[src/rtl/unsigned_restoring_div_16by8_seq.sv]
// Sequential unsigned restoring divider: DW-bit dividend z by VW-bit divisor y.
// One quotient bit is retired per cycle, with valid/ready handshakes on both
// sides and a single operation in flight.
// Optional feature macro: DIV_EXACT_FLAG_EN adds the 'exact' output, which is
// high while a non-divide-by-zero result with zero remainder is held.
module unsigned_restoring_div_16by8_seq #(
  parameter int DW = 16,
  parameter int VW = 8,
  parameter int CW = 5
) (
  input  logic          clk,
  input  logic          rst_n,
  input  logic          in_valid,
  output logic          in_ready,
  input  logic [DW-1:0] z,
  input  logic [VW-1:0] y,
  output logic          out_valid,
  input  logic          out_ready,
  output logic [DW-1:0] q,
  output logic [VW-1:0] r,
`ifdef DIV_EXACT_FLAG_EN
  output logic          exact,
`endif
  output logic          div_zero
);

  localparam logic [1:0]    ST_IDLE  = 2'd0;
  localparam logic [1:0]    ST_RUN   = 2'd1;
  localparam logic [1:0]    ST_DONE  = 2'd2;
  localparam logic [CW-1:0] CNT_LOAD = CW'(DW);
  localparam logic [CW-1:0] CNT_ONE  = CW'(1);
  localparam logic [CW-1:0] CNT_ZERO = {CW{1'b0}};

  logic [1:0]    state_r;
  logic          in_ready_r;
  logic          out_valid_r;
  logic [VW-1:0] y_r;
  logic [VW:0]   rem_r;
  logic [DW-1:0] quo_r;
  logic [CW-1:0] cnt_r;
  logic [DW-1:0] q_r;
  logic [VW-1:0] r_r;
  logic          dz_r;
`ifdef DIV_EXACT_FLAG_EN
  logic          exact_r;
`endif

  // Partial remainder is extended by one bit so the trial subtraction's
  // sign bit is exact: after the shift the value is always below 2*y.
  logic [VW+1:0] shifted_s;
  logic [VW+1:0] diff_s;
  logic [VW:0]   rem_next_s;
  logic [DW-1:0] quo_next_s;

  // One restoring iteration: shift, trial-subtract, keep or restore.
  always_comb begin
    shifted_s = {rem_r, quo_r[DW-1]};
    diff_s    = shifted_s - {2'b00, y_r};
    if (diff_s[VW+1] == 1'b0) begin
      rem_next_s = diff_s[VW:0];
      quo_next_s = {quo_r[DW-2:0], 1'b1};
    end else begin
      rem_next_s = shifted_s[VW:0];
      quo_next_s = {quo_r[DW-2:0], 1'b0};
    end
  end

  // Control FSM, iteration datapath and registered result outputs.
  // A y==0 operation takes one pass through RUN with a zero count, carrying
  // the all-ones result in the working registers, so it completes one cycle
  // after the accept edge just as a normal operation completes DW+1 later.
  always_ff @(posedge clk or negedge rst_n) begin
    if (!rst_n) begin
      state_r     <= ST_IDLE;
      in_ready_r  <= 1'b1;
      out_valid_r <= 1'b0;
      y_r         <= {VW{1'b0}};
      rem_r       <= {(VW+1){1'b0}};
      quo_r       <= {DW{1'b0}};
      cnt_r       <= CNT_ZERO;
      q_r         <= {DW{1'b0}};
      r_r         <= {VW{1'b0}};
      dz_r        <= 1'b0;
`ifdef DIV_EXACT_FLAG_EN
      exact_r     <= 1'b0;
`endif
    end else begin
      case (state_r)
        ST_IDLE: begin
          if (in_valid) begin
            state_r    <= ST_RUN;
            in_ready_r <= 1'b0;
            y_r        <= y;
            if (y == {VW{1'b0}}) begin
              rem_r <= {1'b0, {VW{1'b1}}};
              quo_r <= {DW{1'b1}};
              cnt_r <= CNT_ZERO;
              dz_r  <= 1'b1;
            end else begin
              rem_r <= {(VW+1){1'b0}};
              quo_r <= z;
              cnt_r <= CNT_LOAD;
              dz_r  <= 1'b0;
            end
          end else begin
            state_r <= ST_IDLE;
          end
        end
        ST_RUN: begin
          if (cnt_r == CNT_ZERO) begin
            state_r     <= ST_DONE;
            out_valid_r <= 1'b1;
            q_r         <= quo_r;
            r_r         <= rem_r[VW-1:0];
`ifdef DIV_EXACT_FLAG_EN
            exact_r     <= (rem_r == {(VW+1){1'b0}}) && !dz_r;
`endif
          end else begin
            rem_r <= rem_next_s;
            quo_r <= quo_next_s;
            cnt_r <= cnt_r - CNT_ONE;
          end
        end
        ST_DONE: begin
          if (out_ready) begin
            state_r     <= ST_IDLE;
            out_valid_r <= 1'b0;
            in_ready_r  <= 1'b1;
`ifdef DIV_EXACT_FLAG_EN
            exact_r     <= 1'b0;
`endif
          end else begin
            state_r <= ST_DONE;
          end
        end
        default: begin
          state_r     <= ST_IDLE;
          in_ready_r  <= 1'b1;
          out_valid_r <= 1'b0;
        end
      endcase
    end
  end

  assign in_ready  = in_ready_r;
  assign out_valid = out_valid_r;
  assign q         = q_r;
  assign r         = r_r;
  assign div_zero  = dz_r;
`ifdef DIV_EXACT_FLAG_EN
  assign exact     = exact_r;
`endif

endmodule
[config.mk]
export PLATFORM = sky130hd
export DESIGN_NAME = unsigned_restoring_div_16by8_seq
export DESIGN_NICKNAME = d
export VERILOG_FILES = /design/src/rtl/unsigned_restoring_div_16by8_seq.sv
export SDC_FILE = /design/constraint.sdc
export NUM_CORES = 1
export LEC_CHECK = 0
export CAP_MARGIN = 20
export CORE_MARGIN = 2
export CORE_UTILIZATION = 48
export DETAILED_ROUTE_END_ITERATION = 10
export PLACE_DENSITY = 0.72
export SKIP_LAST_GASP = 1
export SYNTH_ARGS = -nofsm -noshare
export SYNTH_HDL_FRONTEND = slang
export SYNTH_SLANG_ARGS = --single-unit
[constraint.sdc]
create_clock -name clk -period 2.15 [get_ports clk]
set_input_delay 0.43 -clock clk [delete_from_list [all_inputs] [get_ports clk]]
set_output_delay 0.43 -clock clk [all_outputs]
set_load 0.005 [all_outputs]
==> flow_summary.ini <==
[critical_path]
cpMaxStageDelayCell = or4b_4
critPathMaxFanout = 6
crit_family = simple AND/OR/NAND/NOR gates
endpoint_kind = register
start_kind = register
r2r_end = rem_r[3]
reg2reg_depth = 8
cp_cell_sequence = ha_1 > nor2b_4 > o2111a_1 > or4b_4 > o311a_4 > buf_6 > mux2i_1 > a21oi_1
r2r_slack_ps = -100
critical_path_arrival_ps = 2470
path_class = register to register
max_stage_delay_ps = 520
path_buf_inv = 1
cp.required_ps = 2360
reg2reg_from = rem_r[0]

[layout]
layout-drive-gt1-share = 0.210
nNetsFinal = 449
diodes = 0
area_growth_pct = 38.5
final_util = 0.675
fill_cells = 548

[timing]
setup_viol = 9
fmax_mhz = 444
finalWorstSetupSlack_ps = -102
slew_headroom = 0.649
worstMarginPinSlew_ps = 521
grt_setup_unrepaired = yes
maxSlewViolCount = 0
period_minus_slack_ps = 2250
skew_ps = 6.40
hold_viol_final = 0
finalCritPeriodShare = 1.05
setup_tns_ps = -678

[synth]
yosysTopAreaCell = dfrtp_1
yosysUniqueCellTypes = 50
synthCells = 315
synthArstFlopShare = 1.00
yosys-top-cells-count = dfrtp_1 (66), nor2_1 (30), a21oi_1 (28)
netlist.area_leader.share = 0.507
synth.most_common_cell = dfrtp_1
netlist_area_sq_um = 3260
synth_ff_type = dfrtp_1
yosysWarnings = 0
syn-num-nets = 354
synth.avg_cell_area_sq_um = 10.3
synth_seq_cells = 67
synth_seq_area_share = 0.515
synth_top_cells_by_area = dfrtp_1 (51%), mux2_1 (5.5%), a21oi_1 (4.3%)
synth_edf_count = 0

[clock_network]
htree_levels = 3
cts_buffers = 9
clock-root-buffer = clkbuf_8
cts.sink_count = 67
clk_latency_ps = 340
cts_tree = built
path_clk_slew_ps = 70
clk_path_buf_depth = 2

[run_status]
violations = negative setup slack
status = finished with violations

[global_routing]
grt_antenna_before_repair = 0
grt_pass1_vias = 2877
overflow = 0
grt_util_all_layers = 0.228
grt_pass1_wl_um = 13200
grt_max_degree = 37

[power_and_ir_drop]
vdd.ir_drop.worst_mv = 0.969
p_leak_nw = 1.97
power_density_nw_per_um2 = 1920
power_mw = 8.68

[floorplan]
dieHeight_um = 86.4
core_sq_um = 6680
start_util = 0.488
rows = 30
die_area_sq_um = 7460
die_w_um = 86.4
pin_count = 55

[job]
maxCapViolations = 0

[placed_design]
io_buffers = 54
place_congestion = 0.921
place_ws_ps = -163
dp_hpwl_um = 5570

[drt]
drtPass1Iterations = 4
vias_per_cell = 5.57
ant_nets = 0
via_count = 2755
drc = 0
first_iter_violations = 122
wl_per_cell_um = 15.6
wl_um = 7750

[min_path]
hold_class = input pin to asynchronous set/reset pin
[metal layers]
layer	track usage	up-vias	share of wire
met5	0	-	0
met2	0.384	60	0.49
met1	0.287	1356	0.44
met4	0.0795	0	0.019
met3	0.0552	14	0.046
li1	-	1325	-
[layout by cell type, fill, tap and decap left out, types with 2 or more instances in the layout]
master	synthesis	final
dfrtp_1	66	66
clkdlybuf4s50_1	0	53
buf_4	0	38
nor2_1	30	30
a21oi_1	28	27
o21ai_0	25	25
nand2_1	24	24
mux2_1	16	15
o22ai_1	15	14
inv_1	14	11
clkbuf_8	0	10
ha_1	10	8
mux2_2	7	7
nand2b_1	5	5
inv_2	1	4
o21a_1	4	4
mux2i_1	4	4
nand3b_1	3	3
or3_1	3	3
a21o_1	3	3
nor3_1	4	3
nor4_1	3	3
o21ai_1	3	3
buf_12	0	3
nor2b_1	3	2
o31a_1	2	2
a211oi_2	0	2
o2111a_1	2	2
a31oi_1	2	2
mux2_4	1	2
a21oi_2	1	2
ha_4	0	2
bufinv_16	0	2
clkinvlp_4	0	2
[repair_timing]
item / 4_1_cts / 5_1_grt
endpoints found under the setup margin: 8 / 13
resized for setup: 5 / 10
buffers inserted: 1 / 2
hold buffers: 0 / 0
pin swaps: 4 / 4
[cells by family after synthesis]
group,share of synthesized area
adders and majority gates,0.0445
buffers and inverters,0.0346
AOI/OAI and AO/OA,0.184
xor gates and xnor gates,0.00538
muxes,0.0964
DFF,0.515
and+or+nand+nor,0.120
[flip-flops by register name, indices dropped and copies added, names as in the netlist]
| register | flops |
|---|---|
| r | 8 |
| out_valid | 1 |
| in_ready | 1 |
| q | 16 |
| rem_r | 9 |
| cnt_r | 5 |
| y_r | 8 |
| quo_r | 16 |
| state_r | 2 |
| div_zero | 1 |
[area by class of cell]
| class | instances | area (sq um) | area share |
|---|---|---|---|
| clock buffer | 10 | 138 | 0.0305 |
| clock inverter | 6 | 88.8 | 0.0197 |
| inverter | 16 | 60.1 | 0.0133 |
| multi-input combinational | 220 | 1560 | 0.345 |
| sequential | 67 | 1680 | 0.372 |
| tap | 80 | 100 | 0.0222 |
| timing repair buffer | 96 | 892 | 0.198 |
[report_power, final]
| group | leakage, nW | switching [mW] | internal [mW] |
|---|---|---|---|
| combinational | 1.08 | 2.43 | 2.74 |
| sequential | 0.780 | 0.417 | 1.91 |
| clock | 0.108 | 0.495 | 0.684 |
[through the flow]
| stage | cell area [sq um] | hold slack, ps | std cells |
|---|---|---|---|
| after global placement | 4190 | 408 | 476 |
| after detailed placement | 4190 | 414 | 476 |
| final | 4510 | 38.0 | 495 |
| after CTS | 4440 | 42.9 | 493 |
| after global routing | 4510 | 65.1 | 495 |
| after floorplan | 3280 | 134 | 315 |
[how the worst max path moves through the flow]
stage / startpoint / cells past startpoint / to
2_1_floorplan: y_r[1] / 9 / rem_r[1]
3_3_place_gp: rem_r[0] / 8 / rem_r[4]
3_5_place_dp: rem_r[5] / 8 / rem_r[3]
4_1_cts: rem_r[0] / 7 / rem_r[1]
5_1_grt: rem_r[0] / 8 / rem_r[5]
6_report: rem_r[0] / 8 / rem_r[3]
(Power assumes the default switching activity.)
